**config.mk**
```make
export PLATFORM = sky130hd
export DESIGN_NAME = mem_port_arbiter
export DESIGN_NICKNAME = d
export VERILOG_FILES = /design/src/rtl/mem_arb_pkg.sv /design/src/rtl/mem_arb_pick.sv /design/src/rtl/mem_port_arbiter.sv
export SDC_FILE = /design/constraint.sdc
export NUM_CORES = 1
export LEC_CHECK = 0
export ABC_CLOCK_PERIOD_IN_PS = 1660
export BUFFER_PORTS_ARGS = -buffer_cell sky130_fd_sc_hd__buf_4
export CORE_UTILIZATION = 42
export DETAILED_ROUTE_END_ITERATION = 16
export PLACE_DENSITY = 0.86
export SLEW_MARGIN = 15
export SYNTH_ARGS = -nofsm -noshare
export SYNTH_HDL_FRONTEND = slang
export SYNTH_SLANG_ARGS = --single-unit
```
**constraint.sdc**
```tcl
create_clock -name clk_i -period 1.66 [get_ports clk_i]
set_input_delay 0.166 -clock clk_i [delete_from_list [all_inputs] [get_ports clk_i]]
set_output_delay 0.166 -clock clk_i [all_outputs]
set_load 0.02 [all_outputs]
```
**src/rtl/mem_arb_pkg.sv**
```systemverilog
// Shared types and constants for the instruction/data memory port arbiter.
package mem_arb_pkg;

    typedef enum logic [1:0] {
        IDLE,
        ACCESS,
        DONE
    } state_t;

    localparam logic PORT_IF = 1'b0;
    localparam logic PORT_DM = 1'b1;

    localparam int unsigned DEF_MEM_LAT    = 2;
    localparam int unsigned DEF_STARVE_MAX = 4;

endpackage

```
**src/rtl/mem_arb_pick.sv**
```systemverilog
// Winner selection between fetch and data ports, with the fetch-starvation
// counter that forces fetch through after STARVE_MAX consecutive data wins.
module mem_arb_pick
    import mem_arb_pkg::*;
#(
    parameter int unsigned STARVE_MAX = DEF_STARVE_MAX
) (
    input  logic clk_i,
    input  logic rst_n_i,
    input  logic if_req_i,
    input  logic dm_req_i,
    input  logic grant_i,
    output logic winner_o
);

    localparam int unsigned SW = (STARVE_MAX > 0) ? $clog2(STARVE_MAX + 1) : 1;
    localparam logic [SW-1:0] SMAX = SW'(STARVE_MAX);

    logic [SW-1:0] r_starve_cnt;
    logic          w_winner;

    always_comb begin
        w_winner = PORT_IF;
        if (dm_req_i && (!if_req_i || (r_starve_cnt < SMAX))) begin
            w_winner = PORT_DM;
        end
    end

    // Only data wins that bypass a pending fetch count toward starvation.
    always_ff @(posedge clk_i or negedge rst_n_i) begin
        if (!rst_n_i) begin
            r_starve_cnt <= '0;
        end else if (grant_i) begin
            if (w_winner == PORT_IF) begin
                r_starve_cnt <= '0;
            end else if (if_req_i && (r_starve_cnt != SMAX)) begin
                r_starve_cnt <= r_starve_cnt + 1'b1;
            end
        end
    end

    assign winner_o = w_winner;

endmodule

```
**src/rtl/mem_port_arbiter.sv**
```systemverilog
// Shares one fixed-latency single-ported memory between instruction fetch
// (port 0) and the MEM-stage data port (port 1), one access at a time.
module mem_port_arbiter
    import mem_arb_pkg::*;
#(
    parameter int unsigned MEM_LAT    = DEF_MEM_LAT,
    parameter int unsigned STARVE_MAX = DEF_STARVE_MAX,
    parameter int unsigned AW         = 32,
    parameter int unsigned DW         = 32
) (
    input  logic          clk_i,
    input  logic          rst_n_i,
    input  logic          if_req_i,
    input  logic [AW-1:0] if_addr_i,
    output logic [DW-1:0] if_rdata_o,
    output logic          if_done_o,
    input  logic          dm_req_i,
    input  logic          dm_we_i,
    input  logic [AW-1:0] dm_addr_i,
    input  logic [DW-1:0] dm_wdata_i,
    output logic [DW-1:0] dm_rdata_o,
    output logic          dm_done_o,
    output logic          mem_en_o,
    output logic          mem_we_o,
    output logic [AW-1:0] mem_addr_o,
    output logic [DW-1:0] mem_wdata_o,
    input  logic [DW-1:0] mem_rdata_i,
    output logic          stall_if_o,
    output logic          stall_mem_o
);

    generate
        if (MEM_LAT < 1) begin : g_bad_mem_lat
            $error("mem_port_arbiter: MEM_LAT must be at least 1");
        end
    endgenerate

    localparam int unsigned LW = $clog2(MEM_LAT + 1);

    state_t          r_state;
    state_t          w_next;
    logic [LW-1:0]   r_lat_cnt;
    logic            r_winner;
    logic            r_we;
    logic [AW-1:0]   r_addr;
    logic [DW-1:0]   r_wdata;
    logic [DW-1:0]   r_if_rdata;
    logic [DW-1:0]   r_dm_rdata;
    logic            w_grant;
    logic            w_pick;

    assign w_grant = (r_state == IDLE) && (if_req_i || dm_req_i);

    mem_arb_pick #(
        .STARVE_MAX (STARVE_MAX)
    ) u_pick (
        .clk_i    (clk_i),
        .rst_n_i  (rst_n_i),
        .if_req_i (if_req_i),
        .dm_req_i (dm_req_i),
        .grant_i  (w_grant),
        .winner_o (w_pick)
    );

    always_comb begin
        w_next = r_state;
        case (r_state)
            IDLE:    if (if_req_i || dm_req_i) w_next = ACCESS;
            ACCESS:  if (r_lat_cnt == '0)      w_next = DONE;
            DONE:    w_next = IDLE;
            default: w_next = IDLE;
        endcase
    end

    always_ff @(posedge clk_i or negedge rst_n_i) begin
        if (!rst_n_i) begin
            r_state <= IDLE;
        end else begin
            r_state <= w_next;
        end
    end

    // Payload is captured at grant so requester changes mid-access are ignored.
    always_ff @(posedge clk_i or negedge rst_n_i) begin
        if (!rst_n_i) begin
            r_lat_cnt  <= '0;
            r_winner   <= PORT_IF;
            r_we       <= 1'b0;
            r_addr     <= '0;
            r_wdata    <= '0;
            r_if_rdata <= '0;
            r_dm_rdata <= '0;
        end else if (w_grant) begin
            r_winner  <= w_pick;
            r_addr    <= (w_pick == PORT_DM) ? dm_addr_i : if_addr_i;
            r_we      <= (w_pick == PORT_DM) && dm_we_i;
            r_wdata   <= dm_wdata_i;
            r_lat_cnt <= LW'(MEM_LAT - 1);
        end else if (r_state == ACCESS) begin
            if (r_lat_cnt == '0) begin
                if (!r_we) begin
                    if (r_winner == PORT_IF) begin
                        r_if_rdata <= mem_rdata_i;
                    end else begin
                        r_dm_rdata <= mem_rdata_i;
                    end
                end
            end else begin
                r_lat_cnt <= r_lat_cnt - 1'b1;
            end
        end
    end

    assign mem_en_o    = (r_state == ACCESS);
    assign mem_we_o    = (r_state == ACCESS) && r_we;
    assign mem_addr_o  = r_addr;
    assign mem_wdata_o = r_wdata;

    assign if_done_o   = (r_state == DONE) && (r_winner == PORT_IF);
    assign dm_done_o   = (r_state == DONE) && (r_winner == PORT_DM);
    assign if_rdata_o  = r_if_rdata;
    assign dm_rdata_o  = r_dm_rdata;

    assign stall_if_o  = if_req_i && !if_done_o;
    assign stall_mem_o = dm_req_i && !dm_done_o;

endmodule
```
==> qor.txt <==
First-pass DRT Iterations: 4
CTS root buf: clkbuf_16
clk_lat worst skew: 0.42 ns
Synth Instances: 352
CTS Sinks: 137
vias per cell: 4.90
most frequent cells in the layout: buf_4, dfrtp_1, mux2_2
Routed Antenna Nets: 0
Clock transition at path regs: 0.06 ns
largest net degree at the start of global routing: 40
worst slack, placed: -0.0273 ns
worst hold path class: primary input to flop
leak pwr: 4.67 nW
clk buf depth: 2
synthesized area: 0.00584 mm2
die width: 120 um
max-slew violations: 0
Post-synth EDFFs: 0
top-area cell type share of the netlist area: 0.587
Final Hold Fails: 0
fin crit period: 1.65 ns
I/O pins: 267
Critical R2R Capture: dm_rdata_o[29]$_DFFE_PN0P_
Seq/Total Area, Yosys: 0.587
HPWL after detailed placement: 10700 um
# port buffers: 266
die area: 0.0144 mm2
total of max-cap violations: 0
RSZ-0062 raised after global routing: yes
via count: 4464
FF-to-FF path depth: 6
final instance area: 0.00979 mm2
Initial DRC Count: 148
status: completed
CTS tree: done
CTS Buf Count: 17
Max rail drop VDD: 1430 uV
Rows: 42
drt drc: 0
share of cells above drive strength 1: 0.627
final cycle utilization of the critical path: 0.991
CP max FO: 4
post-layout util: 0.730
Starting Density: 0.436
chip height: 120 um
Ys Warns: 0
kind of critical path: flop to output port
cell accounting for the most synthesized area: dfrtp_1
Critical Path Start Type: flop
# H-tree levels: 4
first-pass GRT wire length: 25000 um
Post-Route WL: 17300 um
Setup crit end kind: output port
Distinct cells, synth: 32
CP arrival: 1.48 ns
Worst Hold Launch: dm_we_i
Cell Area, Placed: 0.00808 mm2
async set-reset flop share out of synthesis: 1.00
fin nets: 857
Primary FF master, synth: dfrtp_1
Data required, critical path: 1.49 ns
Final Setup Violations: 0
Max transition margin: 0.730
Hold Crit Endpoint: r_we$_DFFE_PN0P_
Slew @ Worst Pin: 0.401 ns
number of global-route vias before repair: 4856
Synth Net Count: 488
ranking of synthesized cells by area: dfrtp_1, mux2_2, mux2_1, mux2_4, buf_6
Layout area overhead: 67.5%
worst flop-to-flop path startpoint: r_lat_cnt[0]$_DFFE_PN0P_
global placer's final weighted congestion: 0.762
PnR worst setup slack: 0.0149 ns
post-synthesis register bit count: 137
Hold Path Stages: 2
GRT Overall Usage: 0.227
initial antenna violation count: 1
reg2reg setup slack: 0.03 ns
Avg Inst Size Synth: 16.6 um2
fmax: 608 MHz
Layout Skew: 0.00611 ns
WL/cell: 19.0 um
most common cell after layout, fill and taps aside: buf_4
core area: 0.0134 mm2
GRT Residual Overflow: 0
PwrDens: 2050 mW/mm2
==> repair_timing <==
| action | CTS | global route |
|---|---|---|
| pin swaps | 1 | 4 |
| cloned | 0 | 10 |
| setup endpoints to repair | 13 | 119 |
| hold buffers | 65 | 0 |
| gates resized for setup | 3 | 16 |
| setup buffers | 2 | 5 |
| hold endpoints to repair | 233 | 0 |
==> worst max-delay path, cell delays in order, from the launching register on <==
cell and delay, ns:
dfrtp_2 0.44, buf_6 0.13, and3b_2 0.22, nor2b_1 0.12, buf_4 0.15
==> synth_stat cells, drive strengths merged, types with 2 or more instances <==
cell type / number
nand2: 4
nor2b: 3
inv: 5
o21ai: 3
dfrtp: 137
nor3b: 2
ha: 3
mux2: 160
buf: 17
and2: 3
==> cell type report <==
cell class                      instances  area [um2]
Multi-Input combinational cell        193        2240
Timing Repair Buffer                  367        3170
Clock buffer                           21         460
Tap cell                              176         220
Fill cell                             811        3610
Inverter                                5        18.8
Antenna cell                            1        2.50
Clock inverter                         11         241
Sequential cell                       137        3430
==> how the worst max path moves through the flow <==
stage                                             from                          to  slack (ns)  depth (start not counted)
floorplan                       r_state[1]$_DFFE_PN0P_   if_rdata_o[0]$_DFFE_PN0P_        0.07                          5
global placement              r_lat_cnt[0]$_DFFE_PN0P_  if_rdata_o[23]$_DFFE_PN0P_        0.06                          5
detailed placement  u_pick.r_starve_cnt[2]$_DFFE_PN0P_   mem_addr_o[3]$_DFFE_PN0P_       -0.03                          4
CTS                 u_pick.r_starve_cnt[2]$_DFFE_PN0P_   mem_addr_o[2]$_DFFE_PN0P_       -0.03                          4
global route                    r_state[1]$_DFFE_PN0P_                 stall_mem_o       -0.03                          4
finish                          r_state[1]$_DFFE_PN0P_                 stall_mem_o        0.01                          4
==> power breakdown <==
part           total [W]  switching (W)  internal, W
Clock            0.00448        0.00143      0.00305
Sequential       0.00612        0.00106      0.00506
Combinational    0.00943        0.00449      0.00494
Total             0.0200        0.00698       0.0131
==> logic make-up (layout without fill, tap and decap cells) <==
group / count (synthesis) / after routing / synth area share
multiplexers: 161 / 161 / 0.329
adder cells (fa/ha/maj): 3 / 3 / 0.00642
other: 0 / 1 / 0
AND/OR/NAND/NOR: 20 / 20 / 0.0265
XOR/XNOR: 1 / 1 / 0.00150
buffers and inverters: 22 / 404 / 0.0381
flip-flops: 137 / 137 / 0.587
AO/OA/AOI/OAI: 8 / 8 / 0.0116
==> metal layers <==
layer,global-route usage,part of all wire
met1,0.244,0.38
met3,0.0708,0.064
met5,0,0
met4,0.101,0.021
met2,0.407,0.54
==> state kept, by name (all words and copies together), names as in the netlist <==
name,flops
mem_wdata_o,32
dm_rdata_o,32
mem_addr_o,32
r_state,2
r_we,1
if_rdata_o,32
u_pick.r_starve_cnt,3
r_lat_cnt,2
r_winner,1
==> per-stage QoR <==
stage | hold slack (ns) | setup TNS (ns) | total power (W) | instances
6_report | 0.0203 | 0 | 0.0200 | 911
3_3_place_gp | 0.0601 | 0 | 0.0144 | 796
2_1_floorplan | -0.130 | 0 | 0.0110 | 352
3_5_place_dp | 0.0604 | -0.0541 | 0.0148 | 796
5_1_grt | 0.00958 | -0.435 | 0.0209 | 911
4_1_cts | 0.00489 | -0.177 | 0.0195 | 895
(Power assumes the default switching activity.)
